### config.mk
export PLATFORM = sky130hd
export DESIGN_NAME = traffic_phase_sequencer_flat
export DESIGN_NICKNAME = d
export VERILOG_FILES = /design/src/rtl/traffic_phase_sequencer_if.sv /design/src/rtl/traffic_phase_sequencer.sv /design/src/flat_wrapper.sv
export SDC_FILE = /design/constraint.sdc
export NUM_CORES = 1
export LEC_CHECK = 0
export BUFFER_PORTS_ARGS = -buffer_cell sky130_fd_sc_hd__buf_2
export CELL_PAD_IN_SITES_DETAIL_PLACEMENT = 1
export CELL_PAD_IN_SITES_GLOBAL_PLACEMENT = 2
export CORE_MARGIN = 10
export CORE_UTILIZATION = 30
export DETAILED_ROUTE_END_ITERATION = 16
export PLACE_DENSITY_LB_ADDON = 0.1
export REMOVE_ABC_BUFFERS = 1
export SETUP_SLACK_MARGIN = 0.3
export SLEW_MARGIN = 20
export SYNTH_ARGS = -nofsm -noshare
export SYNTH_HDL_FRONTEND = slang
export SYNTH_SLANG_ARGS = --single-unit
### constraint.sdc
create_clock -name clk -period 1.73 [get_ports clk]
set_input_delay 0.2595 -clock clk [delete_from_list [all_inputs] [get_ports clk]]
set_output_delay 0.2595 -clock clk [all_outputs]
set_load 0.02 [all_outputs]
### src/rtl/traffic_phase_sequencer_if.sv
// Countdown-timer link: the sequencer loads a duration and restarts the timer,
// the timer answers with a one-cycle expired pulse.
interface traffic_phase_sequencer_if;
    logic       start_timer;
    logic [6:0] time_param;
    logic       expired;

    modport master (output start_timer, output time_param, input expired);
    modport slave  (input start_timer, input time_param, output expired);
endinterface

### src/rtl/traffic_phase_sequencer.sv
// Two-road intersection phase sequencer driving lamps and a seconds timer.
// Optional pedestrian service (ped_button/walk, longer side green) under TRAFFIC_PED_EN.
module traffic_phase_sequencer #(
    parameter int T_MAIN_MIN = 30,
    parameter int T_YELLOW   = 4,
    parameter int T_ALL_RED  = 2,
    parameter int T_SIDE     = 20
`ifdef TRAFFIC_PED_EN
    ,
    parameter int T_PED      = 25
`endif
) (
    input  logic                             clk,
    input  logic                             reset,
    traffic_phase_sequencer_if.master        timer,
    input  logic                             side_car,
`ifdef TRAFFIC_PED_EN
    input  logic                             ped_button,
    output logic                             walk,
`endif
    output logic [2:0]                       main_light,
    output logic [2:0]                       side_light,
    output logic [2:0]                       phase
);

    typedef enum logic [2:0] {
        INIT      = 3'd0,
        CLR_A     = 3'd1,
        SIDE_G    = 3'd2,
        SIDE_Y    = 3'd3,
        CLR_B     = 3'd4,
        MAIN_G    = 3'd5,
        MAIN_WAIT = 3'd6,
        MAIN_Y    = 3'd7
    } state_t;

    // A zero duration would never let the timer expire, so it is clamped to 1.
    function automatic logic [6:0] dur(input int t);
        dur = (t <= 0) ? 7'd1 : 7'(t);
    endfunction

    localparam logic [6:0] D_MAIN_MIN = dur(T_MAIN_MIN);
    localparam logic [6:0] D_YELLOW   = dur(T_YELLOW);
    localparam logic [6:0] D_ALL_RED  = dur(T_ALL_RED);
    localparam logic [6:0] D_SIDE     = dur(T_SIDE);
`ifdef TRAFFIC_PED_EN
    localparam logic [6:0] D_PED      = dur(T_PED);
`endif

    function automatic logic [5:0] lights_of(input state_t s);
        case (s)
            MAIN_G, MAIN_WAIT: lights_of = {3'b001, 3'b100};
            MAIN_Y:            lights_of = {3'b010, 3'b100};
            SIDE_G:            lights_of = {3'b100, 3'b001};
            SIDE_Y:            lights_of = {3'b100, 3'b010};
            default:           lights_of = {3'b100, 3'b100};
        endcase
    endfunction

    state_t     state, state_n;
    logic       start_n;
    logic [6:0] tp_n;
    logic [2:0] main_n, side_n;
    logic       side_req, side_req_n;
    logic       exit_req;
    logic       acc;
`ifdef TRAFFIC_PED_EN
    logic       ped_req, ped_req_n;
    logic       walk_n;
`endif

    assign phase = state;

    always_ff @(posedge clk or negedge reset) begin
        if (!reset) begin
            state             <= INIT;
            timer.start_timer <= 1'b0;
            timer.time_param  <= 7'd0;
            main_light        <= 3'b100;
            side_light        <= 3'b100;
            side_req          <= 1'b0;
`ifdef TRAFFIC_PED_EN
            ped_req           <= 1'b0;
            walk              <= 1'b0;
`endif
        end else begin
            state             <= state_n;
            timer.start_timer <= start_n;
            timer.time_param  <= tp_n;
            main_light        <= main_n;
            side_light        <= side_n;
            side_req          <= side_req_n;
`ifdef TRAFFIC_PED_EN
            ped_req           <= ped_req_n;
            walk              <= walk_n;
`endif
        end
    end

    // An expired arriving while start_timer is high belongs to the previous load.
    assign acc = timer.expired && !timer.start_timer;

`ifdef TRAFFIC_PED_EN
    assign exit_req = side_req | ped_req;
`else
    assign exit_req = side_req;
`endif

    always_comb begin
        state_n    = state;
        start_n    = 1'b0;
        tp_n       = timer.time_param;
        side_req_n = side_req | side_car;
`ifdef TRAFFIC_PED_EN
        ped_req_n  = ped_req | ped_button;
        walk_n     = walk;
`endif
        case (state)
            INIT: begin
                state_n = CLR_B;
                start_n = 1'b1;
                tp_n    = D_ALL_RED;
            end
            CLR_B: if (acc) begin
                state_n = MAIN_G;
                start_n = 1'b1;
                tp_n    = D_MAIN_MIN;
            end
            MAIN_G: if (acc) begin
                if (exit_req) begin
                    state_n = MAIN_Y;
                    start_n = 1'b1;
                    tp_n    = D_YELLOW;
                end else begin
                    state_n = MAIN_WAIT;
                end
            end
            MAIN_WAIT: if (exit_req) begin
                state_n = MAIN_Y;
                start_n = 1'b1;
                tp_n    = D_YELLOW;
            end
            MAIN_Y: if (acc) begin
                state_n = CLR_A;
                start_n = 1'b1;
                tp_n    = D_ALL_RED;
            end
            CLR_A: if (acc) begin
                state_n    = SIDE_G;
                start_n    = 1'b1;
                tp_n       = D_SIDE;
                side_req_n = side_car;
`ifdef TRAFFIC_PED_EN
                if (ped_req) begin
                    tp_n   = D_PED;
                    walk_n = 1'b1;
                end
                ped_req_n = ped_button;
`endif
            end
            SIDE_G: if (acc) begin
                state_n = SIDE_Y;
                start_n = 1'b1;
                tp_n    = D_YELLOW;
`ifdef TRAFFIC_PED_EN
                walk_n  = 1'b0;
`endif
            end
            SIDE_Y: if (acc) begin
                state_n = CLR_B;
                start_n = 1'b1;
                tp_n    = D_ALL_RED;
            end
            default: state_n = INIT;
        endcase
        {main_n, side_n} = lights_of(state_n);
    end

endmodule

### src/flat_wrapper.sv
// flat-port wrapper written by rule: the top's interface ports become plain ports
module traffic_phase_sequencer_flat 
#(
    parameter int T_MAIN_MIN = 30,
    parameter int T_YELLOW   = 4,
    parameter int T_ALL_RED  = 2,
    parameter int T_SIDE     = 20

)
  (clk, reset, side_car, main_light, side_light, phase, timer_start_timer, timer_time_param, timer_expired);
  traffic_phase_sequencer_if timer_i ();
  input  logic clk;
  input  logic reset;
  input  logic side_car;
  output logic [2:0] main_light;
  output logic [2:0] side_light;
  output logic [2:0] phase;
  output wire logic [$bits(timer_i.start_timer)-1:0] timer_start_timer;
  output wire logic [$bits(timer_i.time_param)-1:0] timer_time_param;
  input wire logic [$bits(timer_i.expired)-1:0] timer_expired;
  assign timer_start_timer = timer_i.start_timer;
  assign timer_time_param = timer_i.time_param;
  assign timer_i.expired = timer_expired;
  traffic_phase_sequencer #(.T_MAIN_MIN(T_MAIN_MIN), .T_YELLOW(T_YELLOW), .T_ALL_RED(T_ALL_RED), .T_SIDE(T_SIDE)) u_core (.clk(clk), .reset(reset), .timer(timer_i), .side_car(side_car), .main_light(main_light), .side_light(side_light), .phase(phase));
endmodule
# Yosys cells after proc, flatten, opt, wreduce, memory -nomap -nowiden
# Index checks and enable logic that the tools add are counted.
[word_totals]
in_bits = 4
reg_bits = 18
mem_count = 0
mem_bits_ro = 0
latch_bits = 0
ram_bits = 0
output_inout_bits = 17
word_cells = 54
[op_classes]
n_mul = 0
n_lt_le_gt_ge = 0
n_mux = 23
reduce_logical = 7
n_eq_ne = 17
div = 0
n_shift = 0
add_sub_neg = 0
bitwise_logic = 1
[op_table]
columns = ["operator", "count"]
rows = [
  ["one-hot mux 7 bit (7 select lines)", 1],
  ["2-to-1 mux 7 bit", 6],
  ["one-hot mux 3 bit (8 select lines)", 1],
  ["one-hot mux 6 bit (4 select lines)", 1],
  ["equality test 3 bit (second input constant)", 7],
  ["2-to-1 mux 3 bit", 7],
  ["equality test 3 x 2 -> 1 bit (second input constant)", 4],
  ["!= test 2 x 1 -> 1 bit (second input constant)", 5],
  ["2-to-1 mux 1 bit", 6],
  ["AND reduction 5 bit", 1],
  ["OR reduction 5 bit", 1],
  ["one-hot mux 1 bit (4 select lines)", 1],
  ["OR reduction 2 bit", 2],
  ["equality test 3 x 1 -> 1 bit (second input constant)", 1],
  ["zero test 3 bit", 1],
  ["logical AND 1 bit", 1],
  ["zero test 1 bit", 1],
  ["bitwise OR 1 bit", 1],
]

# Depth between registers and ports, before layout
# Gate-level depths: netlist of run 1.
[logic_depth]
word_depth = 7
depth_mapped = 5
depth_no_buf = 4

# Worst setup path after synthesis of run 1
# Ideal clock, no wire load.
[synth_timing]
path_kind = "reg-to-reg"
from = "reg u_core.state[1], in the netlist u_core.phase[1]"
to = "reg u_core.timer.time_param[3]"
period_less_slack_ns = 1.394
arrival_time_ns = 1.273
path_buffers = 1
path_stages_with_launch = 6
setup_time_ns = 0.121
setup_slack_ns = 0.336
required_ns = 1.609
path_cell_list = "dfrtp_1 buf_2 nor2b_1 o21a_1 a21o_1 a22o_1"
[synth_via]
elab_chain_len = 4
elab_cells_between_ends = 16
cone_classes = "12 x eq/ne; 1 x mux; 3 x reduce/logical"
[synth_rtl]
columns = ["element", "line_no", "text"]
rows = [
  ["start: declaration", "traffic_phase_sequencer.sv:60", "state_t state, state_n;"],
  ["start signal: assignment", "traffic_phase_sequencer.sv:87", "state <= state_n;"],
  ["equality test 3 bit or equality test 3 x 2 -> 1 bit (tied branches)", "traffic_phase_sequencer.sv:118", "case (state)"],
  ["OR reduction 2 bit (no source line)", "--", ""],
  ["!= test 2 x 1 -> 1 bit (no source line)", "--", ""],
  ["AND reduction 5 bit (no source line)", "--", ""],
  ["end signal: assignment", "traffic_phase_sequencer.sv:89", "timer.time_param <= tp_n;"],
  ["end: declaration", "traffic_phase_sequencer_if.sv:8", "modport master (output start_timer, output time_param, input expired);"],
]
# Parallel ways exist; a longest one is shown, timed or not.
# A chain may end at the register's enable or synchronous reset.

# Worst setup path in the final report of run 1
[layout_timing]
from = "reg u_core.state[0], in the netlist u_core.phase[0]"
to = "reg u_core.timer.time_param[2]"
# The elaborated chain is that of the path after synthesis.

==> results of run 1 <==
==> layout make-up <==
cell class / count / area (um2) / share of cell area, %
clock buffer: 4 / 26.28 / 2.742
tap: 30 / 37.54 / 3.916
inverter: 3 / 11.26 / 1.175
timing repair buffer: 26 / 155.1 / 16.19
multi-input combinational: 57 / 346.6 / 36.16
sequential: 15 / 381.6 / 39.82
==> registers in the layout, indices dropped and copies added (netlist names) <==
register,cells
u_core.timer.start_timer,1
u_core.main_light,3
u_core.exit_req,1
u_core.side_light,3
u_core.timer.time_param,4
u_core.phase,3
==> worst max-delay path: stages, from the launching register on <==
cell	delay, ns
dfrtp_2	0.50
or2_4	0.29
a32oi_1	0.20
a21oi_1	0.10
a211oi_2	0.18
==> cells by family (layout without fill, tap and decap cells) <==
logic type	Yosys count	after routing
other cells	1	3
xor+xnor	2	2
buf+inv	12	33
compound gates	24	24
flops	15	15
simple gates	28	28
==> metal layers <==
layer / GRT usage, % / up-vias / share of wire [%]
met5: 0 / - / 0
met1: 8.821 / 329 / 42
li1: - / 319 / -
met4: 3.871 / 0 / 0.96
met2: 15.73 / 11 / 51
met3: 2.929 / 2 / 5.9
==> path summary, 6_finish.rpt <==
kind	startpoint	endpoint	slack [ns]	depth (start not counted)
min in group asynchronous	reset	u_core.main_light[1]$_DFF_PN0_	0.40	2
max in group asynchronous	reset	u_core.main_light[2]$_DFF_PN1_	1.02	2
worst min-delay path	side_car	u_core.exit_req$_DFF_PN0_	0.18	2
worst max-delay path	u_core.phase[0]$_DFF_PN0_	u_core.timer.time_param[2]$_DFFE_PN0P_	0.38	4
worst max register to register	u_core.phase[0]$_DFF_PN0_	u_core.timer.time_param[2]$_DFFE_PN0P_	0.38	4
worst min register to register	u_core.timer.time_param[3]$_DFFE_PN0P_	u_core.timer.time_param[3]$_DFFE_PN0P_	0.51	1
==> synthesized netlist by cell type, types with 2 or more instances <==
master,number
nor2_1,5
a21o_1,2
a21oi_1,6
a32oi_1,2
dfrtp_1,13
inv_1,3
buf_4,4
dfstp_2,2
nor3_1,2
nand3_1,2
nand2b_1,4
o21ai_0,4
nand2_1,7
xnor2_1,2
nor2b_1,3
buf_2,4
==> where the power goes <==
group / internal, uW / switching, uW / leakage (uW)
registers: 512 / 116 / 0.000174
clock network: 89.3 / 111 / 0.0000150
logic: 460 / 634 / 0.000280
total: 1060 / 861 / 0.000470
==> timing repair <==
item,in CTS,in global routing
resized for setup,3,2
setup buffers,0,4
hold buffers,1,0
setup endpoints to repair,5,6
endpoints found under the hold margin,13,0
==> per-stage QoR <==
step / power, uW / instances / area (um2) / hold WS (ns) / setup slack (ns)
2_1_floorplan: 1288 / 75 / 730.7 / -0.03609 / 0.2939
3_3_place_gp: 1640 / 126 / 883.3 / 0.1952 / 0.2837
3_5_place_dp: 1660 / 126 / 883.3 / 0.1928 / 0.2358
4_1_cts: 1880 / 131 / 923.4 / 0.1698 / 0.2775
5_1_grt: 2104 / 135 / 958.4 / 0.1632 / 0.3057
6_report: 1923 / 135 / 958.4 / 0.1769 / 0.3756
==> results.py, run 1 <==
metrics = {
    "flow_run": {
        "cap_violations": 0,
    },
    "final_layout": {
        "fin_util_pct": 38.69,
        "layout_common_cells": "buf_2, dfrtp_1, buf_4",
        "antennaDiodeCount": 0,
        "final_common_cell": "buf_2",
        "nFillCells": 310,
        "synthToLayoutAreaGrowth_pct": 23.35,
        "final_nets": 110,
        "drive_gt1_share_pct": 37.14,
    },
    "worst_setup_path": {
        "arrival_ns": 1.55,
        "path_class": "reg -> reg",
        "start_kind": "flop",
        "critPathMaxFanout": 12,
        "cp.required_ns": 1.93,
        "setup.worst_path.end_class": "flop",
    },
    "timing": {
        "worst_clock_skew_ns": 0.005044,
        "maxSlewViolCount": 0,
        "finalSetupViolCount": 0,
        "fmax_mhz": 738.3,
        "setup_tns_ns": 0,
        "hold_violations": 0,
        "rsz0062_at_grt": "false",
        "post-route-period-util_pct": 78.29,
        "min_period_ns": 1.354,
    },
    "yosys": {
        "synthMuxAreaShare_pct": 0,
        "synth_edf_count": 0,
        "syn_inst": 82,
        "yosysWarnings": 0,
        "synth_xor_area_share_pct": 2.254,
        "yosysTopAreaCellShare_pct": 41.87,
        "synth_area_um2": 777.0,
        "synth-simple-area-share_pct": 18.68,
        "synth_top_cell_by_area": "dfrtp_1",
        "synth_seq_cells": 15,
        "synthAdderAreaFrac_pct": 0,
        "ys.flop_type": "dfrtp_1",
        "synth_top_family_by_area": "compound AO/OA/AOI/OAI gates",
        "postSynthAreaPerCell_um2": 9.476,
        "yosys-top-cells-area": "dfrtp_1, dfstp_2, a21oi_1",
        "synth.distinct_cells": 33,
        "synth_sequential_area_ratio_pct": 48.63,
        "synth_compound_area_share_pct": 21.58,
        "async_flop_share_pct": 100.0,
    },
    "route": {
        "wl_per_cell_um": 15.41,
        "vias_per_cell": 4.896,
        "drt_wl_total_um": 2080,
        "drtAntennaViolNets": 0,
        "drc": 0,
        "vias": 661,
        "dr.first_iter.drc_count": 17,
        "dr.pass1.iters": 2,
    },
    "clocking": {
        "ctsLongestPathBuffers": 2,
        "cts_tree": "yes",
        "clk_pin_slew_ns": 0.09,
        "root_buffer": "clkbuf_4",
        "cts_inserted_buffers": 3,
        "clk_latency_ns": 0.28,
        "cts_htree_levels": 1,
        "clkSinkCount": 15,
    },
    "global_routing": {
        "grt_pass1_wl_um": 3657,
        "grtUsageTotal_pct": 8.703,
        "first_global_vias": 790,
        "grt_overflow_total": 0,
        "grt_start_max_net_pins": 16,
        "antenna_found_initial": 0,
    },
    "place": {
        "place_congestion": 0.7912,
        "io_buffers": 17,
        "dp_hpwl_um": 1587,
    },
    "floorplanning": {
        "fp.coreArea_um2": 2477,
        "die_area_um2": 5025,
        "fp.dieW_um": 70.89,
        "boundaryPins": 21,
        "die_h_um": 70.89,
        "start_util_pct": 31.36,
        "core.rowCount": 18,
    },
    "power_and_ir_drop": {
        "cellPowerDensity_nw_per_um2": 2006,
        "ir_worst_vdd_v": 0.0007314,
        "power_leakage_uw": 0.0004696,
    },
    "hold_path": {
        "hp-class": "in -> reg",
    },
    "outcome": {
        "status": "complete, no violations",
    },
}
(Power assumes the default switching activity.)
==> run 2, diff against run 1 <==
Settings changed: CORE_UTILIZATION 30 to 27.
Clock period 1.73 ns to 1.23 ns, I/O delays scaled along.
==> results.py, run 2 (synthesis gave the netlist of run 1 again) <==
metrics = {
    "outcome": {
        "status": "complete, but fails checks",
        "violations": "setup timing",
    },
    "final_layout": {
        "register_area_um2": 380.4,
        "layout_common_cells": "buf_6, buf_4, dfrtp_1",
        "drive_gt1_share_pct": 66.14,
        "final_area_um2": 1413,
        "largest_reg_flops": 4,
        "synthToLayoutAreaGrowth_pct": 81.80,
        "final_nets": 132,
        "antennaDiodeCount": 0,
        "final_common_cell": "buf_6",
        "multi_input_area_um2": 504.2,
        "max_flop_register": "u_core.timer.time_param",
        "nFillCells": 303,
        "fin_cells": 158,
    },
    "global_routing": {
        "antenna_found_initial": 0,
        "grt_overflow_total": 0,
        "grt_start_max_net_pins": 16,
        "grtUsageTotal_pct": 9.822,
        "grt_pass1_wl_um": 4057,
        "first_global_vias": 811,
    },
    "floorplanning": {
        "boundaryPins": 21,
        "start_util_pct": 28.18,
        "core.rowCount": 19,
        "fp.dieW_um": 73.65,
        "fp.coreArea_um2": 2758,
        "die_h_um": 73.65,
        "die_area_um2": 5424,
    },
    "route": {
        "drt_wl_total_um": 2699,
        "dr.pass1.iters": 3,
        "vias": 750,
        "dr.first_iter.drc_count": 20,
        "vias_per_cell": 4.747,
        "drc": 0,
        "drtAntennaViolNets": 0,
        "wl_per_cell_um": 17.08,
    },
    "timing": {
        "finalWorstSetupSlack_ns": -0.05222,
        "maxSlewViolCount": 0,
        "finalSetupViolCount": 5,
        "fmax_mhz": 779.9,
        "post-route-period-util_pct": 104.2,
        "hold_violations": 0,
        "worst_clock_skew_ns": 0.005016,
        "rsz0062_at_grt": "true",
        "min_period_ns": 1.282,
    },
    "place": {
        "io_buffers": 17,
        "place_inst": 142,
        "pre_cts_ws_ns": -0.1213,
        "place_congestion": 0.8298,
        "dp_hpwl_um": 1699,
        "place_area_um2": 997.2,
    },
    "clocking": {
        "clk_latency_ns": 0.30,
        "cts_tree": "yes",
        "root_buffer": "clkbuf_4",
        "cts_inserted_buffers": 3,
        "clkSinkCount": 15,
        "cts_htree_levels": 1,
        "clk_pin_slew_ns": 0.10,
        "ctsLongestPathBuffers": 2,
    },
    "power_and_ir_drop": {
        "ir_worst_vdd_v": 0.001275,
        "power_leakage_uw": 0.0006694,
        "cellPowerDensity_nw_per_um2": 2911,
    },
    "worst_setup_path": {
        "cp.required_ns": 1.45,
        "path_class": "reg -> reg",
        "start_kind": "flop",
        "setup.worst_path.end_class": "flop",
        "arrival_ns": 1.50,
        "critPathMaxFanout": 6,
    },
    "flow_run": {
        "cap_violations": 0,
    },
    "hold_path": {
        "hp-class": "in -> reg",
    },
}
## run 2: worst paths after layout
path                                                     endpoint                                   start  slack, ns  depth (start not counted)
min in group asynchronous  u_core.timer.time_param[1]$_DFFE_PN0P_                                   reset       0.32                          2
max in group asynchronous          u_core.main_light[2]$_DFF_PN1_                                   reset       0.61                          2
hold / removal                          u_core.exit_req$_DFF_PN0_                                side_car       0.09                          2
hold reg to reg            u_core.timer.time_param[3]$_DFFE_PN0P_  u_core.timer.time_param[3]$_DFFE_PN0P_       0.54                          1
setup reg to reg           u_core.timer.time_param[2]$_DFFE_PN0P_               u_core.phase[1]$_DFF_PN0_      -0.05                          4
setup / recovery           u_core.timer.time_param[2]$_DFFE_PN0P_               u_core.phase[1]$_DFF_PN0_      -0.05                          4
## run 2: what timing repair did
| item | CTS | global route |
|---|---|---|
| pin swaps | 11 | 9 |
| endpoints found under the setup margin | 29 | 29 |
| hold buffers | 1 | 0 |
| resized for setup | 59 | 22 |
| setup buffers | 7 | 4 |
| endpoints found under the hold margin | 13 | 0 |
## run 2: critical path, cell delays in order (launching register included)
cell      delay (ns)
dfrtp_2         0.46
or2_4           0.31
a32oi_2         0.21
a21oi_2         0.09
a211oi_2        0.14
## run 2: layer usage
layer / share of wire, % / GRT usage, % / vias to the layer above
li1: - / - / 366
met1: 43 / 11.77 / 366
met2: 50 / 15.44 / 14
met3: 5.1 / 2.961 / 4
met4: 1.7 / 4.969 / 0
met5: 0 / 0 / -
## run 2: through the flow
step	setup TNS (ns)	hold WS, ns	util, %	power (uW)
2_1_floorplan	-0.8320	-0.1111	-	1812
3_3_place_gp	-0.2278	0.1236	36.16	2619
3_5_place_dp	-0.3832	0.1137	36.16	2630
4_1_cts	-0.06546	0.07148	46.96	3718
5_1_grt	-0.4796	0.08857	51.23	4369
6_report	-0.1324	0.08891	51.23	4112
## run 2: power by group
| part | leakage (uW) | switching (uW) | internal [uW] | total [uW] |
|---|---|---|---|---|
| clock | 0.0000150 | 184 | 126 | 310 |
| sequential | 0.000175 | 188 | 719 | 907 |
| combinational | 0.000479 | 1360 | 1540 | 2890 |
| total | 0.000669 | 1730 | 2380 | 4110 |
## run 2: layout make-up
type | instances | share of cell area (%)
multi-input combinational | 57 | 35.70
timing repair buffer | 48 | 31.80
sequential | 15 | 26.93
tap | 31 | 2.746
clock buffer | 4 | 1.860
inverter | 3 | 0.9743
==> run 3, diff against run 2 <==
Settings changed: CTS_BUF_LIST set to sky130_fd_sc_hd__clkbuf_16, GPL_TIMING_DRIVEN set to 0.
==> results.py, run 3 (synthesis gave the netlist of run 1 again) <==
metrics = {
    "clocking": {
        "ctsLongestPathBuffers": 2,
        "clkSinkCount": 15,
        "clk_latency_ns": 0.24,
        "root_buffer": "clkbuf_16",
        "cts_inserted_buffers": 3,
        "clk_pin_slew_ns": 0.05,
        "cts_htree_levels": 1,
        "cts_tree": "yes",
    },
    "outcome": {
        "status": "complete, but fails checks",
        "violations": "setup timing",
    },
    "power_and_ir_drop": {
        "cellPowerDensity_nw_per_um2": 3018,
        "ir_worst_vdd_v": 0.001450,
        "pwr-share-seq_pct": 22.7,
        "p_comb_share_pct": 61.9,
        "power_leakage_uw": 0.0006496,
        "switching_share_pct": 39.40,
        "total_power_uw": 4127,
        "switchingPower_uw": 1626,
        "p_int_uw": 2501,
        "p_clk_share_pct": 15.4,
    },
    "hold_path": {
        "worstHoldStart": "side_car",
        "hp-class": "in -> reg",
    },
    "timing": {
        "fmax_mhz": 788.1,
        "rsz0062_at_grt": "true",
        "post-route-period-util_pct": 103.2,
        "finalWorstSetupSlack_ns": -0.03887,
        "maxSlewViolCount": 0,
        "finalSetupViolCount": 4,
        "whs_ns": 0.1496,
        "hold_violations": 0,
        "worst_clock_skew_ns": 0.001172,
        "min_period_ns": 1.269,
    },
    "place": {
        "dp_hpwl_um": 1476,
        "io_buffers": 17,
        "place_congestion": 0.7332,
        "place_inst": 123,
        "place_area_um2": 854.6,
    },
    "worst_setup_path": {
        "arrival_ns": 1.40,
        "setup.worst_path.end_class": "flop",
        "crit_path_end": "u_core.timer.time_param[3]$_DFFE_PN0P_",
        "cp.required_ns": 1.36,
        "cp-startpoint": "u_core.phase[1]$_DFF_PN0_",
        "timing.rr.start": "u_core.phase[1]$_DFF_PN0_",
        "r2r_slack_ns": -0.04,
        "start_kind": "flop",
        "r2r.worst_path.cells": 4,
        "critPathMaxFanout": 7,
        "path_class": "reg -> reg",
        "r2r-end": "u_core.timer.time_param[3]$_DFFE_PN0P_",
    },
    "floorplanning": {
        "die_h_um": 73.65,
        "boundaryPins": 21,
        "die_area_um2": 5424,
        "core.rowCount": 19,
        "start_util_pct": 28.18,
        "fp.dieW_um": 73.65,
        "fp.coreArea_um2": 2758,
    },
    "route": {
        "vias": 743,
        "drt_wl_total_um": 2622,
        "drtAntennaViolNets": 0,
        "dr.pass1.iters": 4,
        "dr.first_iter.drc_count": 16,
        "drc": 0,
        "vias_per_cell": 4.856,
        "wl_per_cell_um": 17.14,
    },
    "global_routing": {
        "first_global_vias": 844,
        "grt_overflow_total": 0,
        "grtUsageTotal_pct": 9.713,
        "antenna_found_initial": 0,
        "grt_start_max_net_pins": 16,
        "grt_pass1_wl_um": 4146,
    },
    "final_layout": {
        "nFillCells": 298,
        "synthToLayoutAreaGrowth_pct": 76.01,
        "multi_input_area_um2": 471.7,
        "max_flop_register": "u_core.timer.time_param",
        "layout_common_cells": "buf_4, buf_6, dfrtp_1",
        "fin_cells": 153,
        "register_area_um2": 381.6,
        "final_nets": 127,
        "fin_util_pct": 49.59,
        "largest_reg_flops": 4,
        "drive_gt1_share_pct": 61.48,
        "final_common_cell": "buf_4",
        "final_area_um2": 1368,
        "antennaDiodeCount": 0,
    },
    "flow_run": {
        "cap_violations": 0,
    },
}
run 3: cell types whose count changed in the layout (fill, tap and decap cells not counted), moves of 2 or more:
cell       previous run  this run
clkbuf_4              3         0
clkbuf_16             0         3
nand2_1               4         6
buf_6                25        18
a21oi_2               4         2
buf_4                19        21
a21oi_1               2         4
run 3: timing repair:
action | 4_1_cts | 5_1_grt
setup endpoints to repair | 29 | 29
setup buffers | 18 | 7
resized for setup | 48 | 21
pin swaps | 9 | 9
hold buffers | 1 | 0
endpoints found under the hold margin | 13 | 0
run 3: worst min-delay path by stage:
stage / endpoint / cells past startpoint / slack (ns)
finish: u_core.exit_req$_DFF_PN0_ / 2 / 0.15
global route: u_core.exit_req$_DFF_PN0_ / 2 / 0.18
CTS: u_core.exit_req$_DFF_PN0_ / 2 / 0.14
detailed placement: u_core.timer.time_param[2]$_DFFE_PN0P_ / 1 / 0.12
global placement: u_core.main_light[0]$_DFF_PN0_ / 1 / 0.11
floorplan: u_core.exit_req$_DFF_PN0_ / 0 / -0.11
run 3: power by group through the flow:
stage | combinational (uW) | sequential, uW | clock, uW
2_1_floorplan | 652 | 1160 | 0
3_3_place_gp | 1250 | 980 | 0
3_5_place_dp | 1260 | 989 | 0
4_1_cts | 2150 | 921 | 645
5_1_grt | 2750 | 972 | 674
6_report | 2550 | 938 | 636
run 3: through the flow:
stage               TNS (ns)  worst slack (ns)
finish               -0.1175          -0.03887
global route         -0.4616          -0.08733
CTS                  -0.1190          -0.03556
detailed placement    -1.967           -0.3165
global placement      -1.911           -0.3006
floorplan            -0.8320           -0.2061
run 3: layer usage:
metal | routed length (um) | share of wire, % | global-route usage, % | vias to the layer above
li1 | - | - | - | 355
met1 | 1071 | 41 | 10.44 | 370
met2 | 1399 | 53 | 17.14 | 16
met3 | 134 | 5.1 | 3.903 | 2
met4 | 16 | 0.61 | 2.484 | 0
met5 | 0 | 0 | 0 | -
run 3: critical path, cell delays in order (launching register included):
cell and delay [ns]:
dfrtp_2 0.46, nor2b_2 0.19, o21a_1 0.18, a21o_1 0.15
a22o_1 0.18
run 3: layout make-up:
class / instances / share of cell area [%]
multi-input combinational: 57 / 34.49
timing repair buffer: 43 / 28.18
sequential: 15 / 27.90
clock buffer: 3 / 5.489
tap: 31 / 2.836
inverter: 3 / 0.8234
clock inverter: 1 / 0.2745
